==> src/rtl/uart_pkg.sv <==
// Shared UART-side definitions: arbiter FSM encoding, channel indices and default gap.
package uart_pkg;

  typedef enum logic [2:0] {
    ST_IDLE      = 3'd0,
    ST_START     = 3'd1,
    ST_WAIT_ACK  = 3'd2,
    ST_WAIT_DONE = 3'd3,
    ST_GAP       = 3'd4
  } arb_state_e;

  localparam logic CH0 = 1'b0;
  localparam logic CH1 = 1'b1;

  localparam int GAP_CYCLES_DEF = 16;

endpackage

==> src/rtl/uart_tx_arbiter.sv <==
// Two-channel FIFO-to-uart_tx arbiter with start/busy handshake and inter-frame gap.
// Define TX_ARB_FIXED_PRIO_EN for strict ch0 priority instead of round-robin.
//
// state     | meaning
// IDLE      | waiting for a non-empty FIFO with the transmitter free; grant + pop here
// START     | tx_start pulse, tx_data already latched
// WAIT_ACK  | waiting for uart_tx to raise tx_busy
// WAIT_DONE | frame shifting; count the byte when tx_busy falls
// GAP       | enforced idle time before the next grant
module uart_tx_arbiter
  import uart_pkg::*;
#(
  parameter int WIDTH      = 8,
  parameter int GAP_CYCLES = GAP_CYCLES_DEF,
  parameter int CNT_W      = 16
) (
  input  logic             clk,
  input  logic             rst_n,
  input  logic [1:0]       fifo_empty,
  input  logic [WIDTH-1:0] fifo_data0,
  input  logic [WIDTH-1:0] fifo_data1,
  output logic [1:0]       fifo_rd_en,
  input  logic             tx_busy,
  output logic             tx_start,
  output logic [WIDTH-1:0] tx_data,
  output logic             grant_ch,
  output logic             active,
  output logic [CNT_W-1:0] sent_cnt0,
  output logic [CNT_W-1:0] sent_cnt1
);

  localparam int GW = (GAP_CYCLES > 0) ? $clog2(GAP_CYCLES + 1) : 1;
  localparam logic [GW-1:0] GAP_LOAD = GW'((GAP_CYCLES > 0) ? GAP_CYCLES - 1 : 0);

  arb_state_e       state_q, state_d;
  logic             ready_q;
  logic [GW-1:0]    gap_q, gap_d;
  logic [WIDTH-1:0] tx_data_q, tx_data_d;
  logic             grant_ch_q, grant_ch_d;
  logic [CNT_W-1:0] cnt0_q, cnt0_d, cnt1_q, cnt1_d;
  logic [1:0]       rd_en;
  logic             sel;
  logic             any_req;

  assign any_req = ~&fifo_empty;

`ifdef TX_ARB_FIXED_PRIO_EN
  assign sel = fifo_empty[CH0];
`else
  logic rr_q, rr_d;

  // rr_q is the last granted channel; a tie goes to the other one.
  assign sel = (fifo_empty == 2'b00) ? ~rr_q : fifo_empty[CH0];

  always_ff @(posedge clk or negedge rst_n) begin
    if (!rst_n) rr_q <= CH1;
    else        rr_q <= rr_d;
  end
`endif

  always_comb begin
    state_d    = state_q;
    gap_d      = gap_q;
    tx_data_d  = tx_data_q;
    grant_ch_d = grant_ch_q;
    cnt0_d     = cnt0_q;
    cnt1_d     = cnt1_q;
    rd_en      = 2'b00;
`ifndef TX_ARB_FIXED_PRIO_EN
    rr_d       = rr_q;
`endif
    case (state_q)
      ST_IDLE: begin
        // ready_q keeps the pop strobe low while reset is asserted.
        if (ready_q && !tx_busy && any_req) begin
          rd_en      = (sel == CH1) ? 2'b10 : 2'b01;
          tx_data_d  = (sel == CH1) ? fifo_data1 : fifo_data0;
          grant_ch_d = sel;
`ifndef TX_ARB_FIXED_PRIO_EN
          rr_d       = sel;
`endif
          state_d    = ST_START;
        end
      end
      ST_START:    state_d = ST_WAIT_ACK;
      ST_WAIT_ACK: if (tx_busy) state_d = ST_WAIT_DONE;
      ST_WAIT_DONE: begin
        if (!tx_busy) begin
          if (grant_ch_q == CH1) cnt1_d = cnt1_q + CNT_W'(1);
          else                   cnt0_d = cnt0_q + CNT_W'(1);
          if (GAP_CYCLES == 0) begin
            state_d = ST_IDLE;
          end else begin
            gap_d   = GAP_LOAD;
            state_d = ST_GAP;
          end
        end
      end
      ST_GAP: begin
        if (gap_q == '0) state_d = ST_IDLE;
        else             gap_d   = gap_q - 1'b1;
      end
      default: state_d = ST_IDLE;
    endcase
  end

  always_ff @(posedge clk or negedge rst_n) begin
    if (!rst_n) begin
      state_q    <= ST_IDLE;
      ready_q    <= 1'b0;
      gap_q      <= '0;
      tx_data_q  <= '0;
      grant_ch_q <= CH0;
      cnt0_q     <= '0;
      cnt1_q     <= '0;
    end else begin
      state_q    <= state_d;
      ready_q    <= 1'b1;
      gap_q      <= gap_d;
      tx_data_q  <= tx_data_d;
      grant_ch_q <= grant_ch_d;
      cnt0_q     <= cnt0_d;
      cnt1_q     <= cnt1_d;
    end
  end

  assign fifo_rd_en = rd_en;
  assign tx_start   = (state_q == ST_START);
  assign active     = (state_q != ST_IDLE);
  assign tx_data    = tx_data_q;
  assign grant_ch   = grant_ch_q;
  assign sent_cnt0  = cnt0_q;
  assign sent_cnt1  = cnt1_q;

endmodule
==> config.mk <==
export PLATFORM = sky130hd
export DESIGN_NAME = uart_tx_arbiter
export DESIGN_NICKNAME = d
export VERILOG_FILES = /design/src/rtl/uart_pkg.sv /design/src/rtl/uart_tx_arbiter.sv
export SDC_FILE = /design/constraint.sdc
export NUM_CORES = 1
export LEC_CHECK = 0
export ABC_AREA = 1
export CORE_MARGIN = 3
export CORE_UTILIZATION = 50
export DETAILED_ROUTE_END_ITERATION = 7
export GPL_TIMING_DRIVEN = 0
export PLACE_DENSITY = 0.86
export SYNTH_ARGS = -nofsm -noshare
export SYNTH_HDL_FRONTEND = slang
export SYNTH_SLANG_ARGS = --single-unit
==> constraint.sdc <==
create_clock -name clk -period 1.7 [get_ports clk]
set_clock_uncertainty 0.15 [all_clocks]
set_input_delay 0.34 -clock clk [delete_from_list [all_inputs] [get_ports clk]]
set_output_delay 0.34 -clock clk [all_outputs]
set_load 0.05 [all_outputs]
==> summary.txt <==
Final Core Density: 0.801
Number of CTS-inserted buffers: 5
Synth area leaders: dfrtp_1 (46%), nand2_1 (19%), inv_1 (7.0%)
Most frequent cells in the layout: nand2_1 (127), inv_1 (47), dfrtp_1 (45), buf_4 (27), clkdlybuf4s15_2 (27)
Clk sink count: 51
RSZ-0062 raised after global routing: true
Register share of total power: 0.327
Reg area: 0.00128 sq mm
Mapped Cells: 377
Final Hold Viols: 0
Post-synthesis sequential area ratio: 0.468
Clk buf depth: 2
Layout area overhead: 52.6%
RR Startpoint: state_q[2]
Hold Slack: 0.325 ns
Power Density: 1260 mW/mm^2
Layout Cells excl Fill: 555
Worst setup margin: -0.367 ns
Max H-tree Level: 2
Placed cell area: 0.00352 sq mm
Io pins: 66
Share of cells above drive strength 1: 0.307
Worst EP required: 1.21 ns
Die W: 79.9 microns
Switching share of power: 0.450
Failing checks: setup timing
Final wirelength: 8560 microns
Tot GR Track Use: 0.240
Gr ovfl total: 0
Critical-path maximum fanout: 3
Clock slew at reported path FFs: 0.08 ns
CP Launch Type: primary input
Unique masters post-synth: 24
Via density: 5.34
Reg2reg path depth: 11
Mapped cell area: 0.00273 sq mm
Fillers: 321
Leak: 2.02 nW
WL/cell: 15.4 microns
Max VDD drop: 1.32 mV
Die footprint: 0.00639 sq mm
Peak Freq: 484 MHz
CP cell instances: clkdlybuf4s50_1 -> inv_2 -> nand3_2 -> nor2_4 -> buf_6 -> nand2_4 -> clkinvlp_4 -> buf_8
Worst Hold End: tx_data[2]
Antenna violations before repair: 0
Port bufs: 65
Largest net degree at the start of global routing: 29
Die height: 79.9 microns
Clock network power share: 0.150
Ys Warns: 0
Int Power: 2.89 mW
Crit end category: output port
Worst path max stage delay: 0.49 ns
Most common cell after layout, fill and taps aside: nand2_1
Synth area leader: dfrtp_1
Period utilisation layout: 1.22
Worst reg2reg endpoint: sent_cnt0[9]
Core ar.: 0.00520 sq mm
Initial DRC Count: 262
Multi-input gate area: 0.00149 sq mm
Total negative slack: -5.34 ns
Yosys reg bits: 51
Antenna Nets Post-Route: 0
Post-synth net total: 401
DP HPWL: 4730 microns
Final net count: 508
Outcome: finished, violations left
Root Buffer: clkbuf_8
# rows: 26
Final setup fails: 39
Ant diodes: 0
Vias: 2966
Inst Count DP: 513
Relative slew slack: 0.594
Mean Syn Cell Area: 7.25 sq um
Worst Tran Pin Value: 0.604 ns
Slowest CP cell: clkdlybuf4s50_1
Setup WS pre-CTS: -1.30 ns
CTS tree: yes
First-pass GRT wire length: 12100 microns
Min cycle time layout: 2.07 ns
Comb pwr share: 0.523
Clock Latency Late Sink: 0.31 ns
RePlAce Congestion: 0.816
Maximum capacitance violations: 0
HP Class: reg -> reg
Crit path DAT: 1.58 ns
Final Power: 5.26 mW
Starting Density: 0.525
Reg-to-reg slack, setup: -0.22 ns
Cell area after layout: 0.00417 sq mm
Remaining DRCs: 0
Max-slew violation count: 0
Vias in the first global route: 2800
Switch Pwr: 2.37 mW
Yosys top cell area share: 0.458
Min-delay src: tx_data[2]
WS Path Type: in -> out
Drt first pass iters: 5
WHS Path Cells: 2
power groups by stage:
| stage | logic (mW) | registers (mW) | clock network [mW] |
|---|---|---|---|
| 2_1_floorplan | 0.796 | 2.27 | 0 |
| 5_1_grt | 2.92 | 1.75 | 0.839 |
| 3_5_place_dp | 2.01 | 1.73 | 0 |
| 4_1_cts | 2.39 | 1.70 | 0.773 |
| 3_3_place_gp | 1.95 | 1.72 | 0 |
| 6_report | 2.75 | 1.72 | 0.789 |
worst max-delay path: cells and delay by family:
kind                   cells  cell delay, ns
buffers and inverters      5            0.94
AND/OR/NAND/NOR            3            0.29
how the worst max path moves through the flow:
stage | start | to | slack (ns) | cells after the start
floorplan | state_q[0] | fifo_rd_en[1] | -0.20 | 8
global placement | rst_n | sent_cnt1[0] | -1.54 | 1
detailed placement | fifo_empty[1] | fifo_rd_en[1] | -1.30 | 6
CTS | state_q[2] | fifo_rd_en[1] | -0.33 | 9
global route | state_q[2] | fifo_rd_en[0] | -0.42 | 8
finish | tx_busy | fifo_rd_en[1] | -0.37 | 8
logic make-up after synthesis:
family,count (synthesis),share of synthesized area
compound gates,22,0.0435
fa+ha+maj,3,0.0137
simple gates,232,0.357
other cells,1,0.00137
xor+xnor,11,0.0353
buf+inv,57,0.0811
flops,51,0.468
timing repair:
action                                  CTS  global route
resized for setup                       164            72
pin swaps                                 8            11
endpoints found under the setup margin   56            41
gates cloned                              0             0
hold endpoints to repair                 23             0
setup buffers                            21            18
hold buffers                              1             0
synthesized netlist by cell type (all sizes together):
cell / n
a21boi: 1
a21oi: 3
buf: 2
nand3b: 4
nand4: 6
nor3: 4
ha: 3
dfstp: 1
inv: 54
nand2: 143
xor2: 2
clkbuf: 1
nor2: 45
nand3: 30
o21ai: 17
xnor2: 9
conb: 1
dfrtp: 50
o21bai: 1
area by class of cell:
cell class / instances / share of cell area
timing repair buffer: 100 / 0.230
sequential: 51 / 0.308
inverter: 54 / 0.0513
multi-input combinational: 269 / 0.358
tap: 70 / 0.0210
clock buffer: 8 / 0.0240
buffer: 3 / 0.00781
registers in the layout, summed over array words and instances (netlist names):
signal	cells
gap_q	5
grant_ch	1
ready_q	1
rr_q	1
sent_cnt0	16
sent_cnt1	16
state_q	3
tx_data	8
metal layers:
layer / part of all wire / GRT usage
met1: 0.37 / 0.281
met2: 0.53 / 0.422
met3: 0.071 / 0.0542
met4: 0.028 / 0.0946
met5: 0 / 0
(Power assumes the default switching activity.)
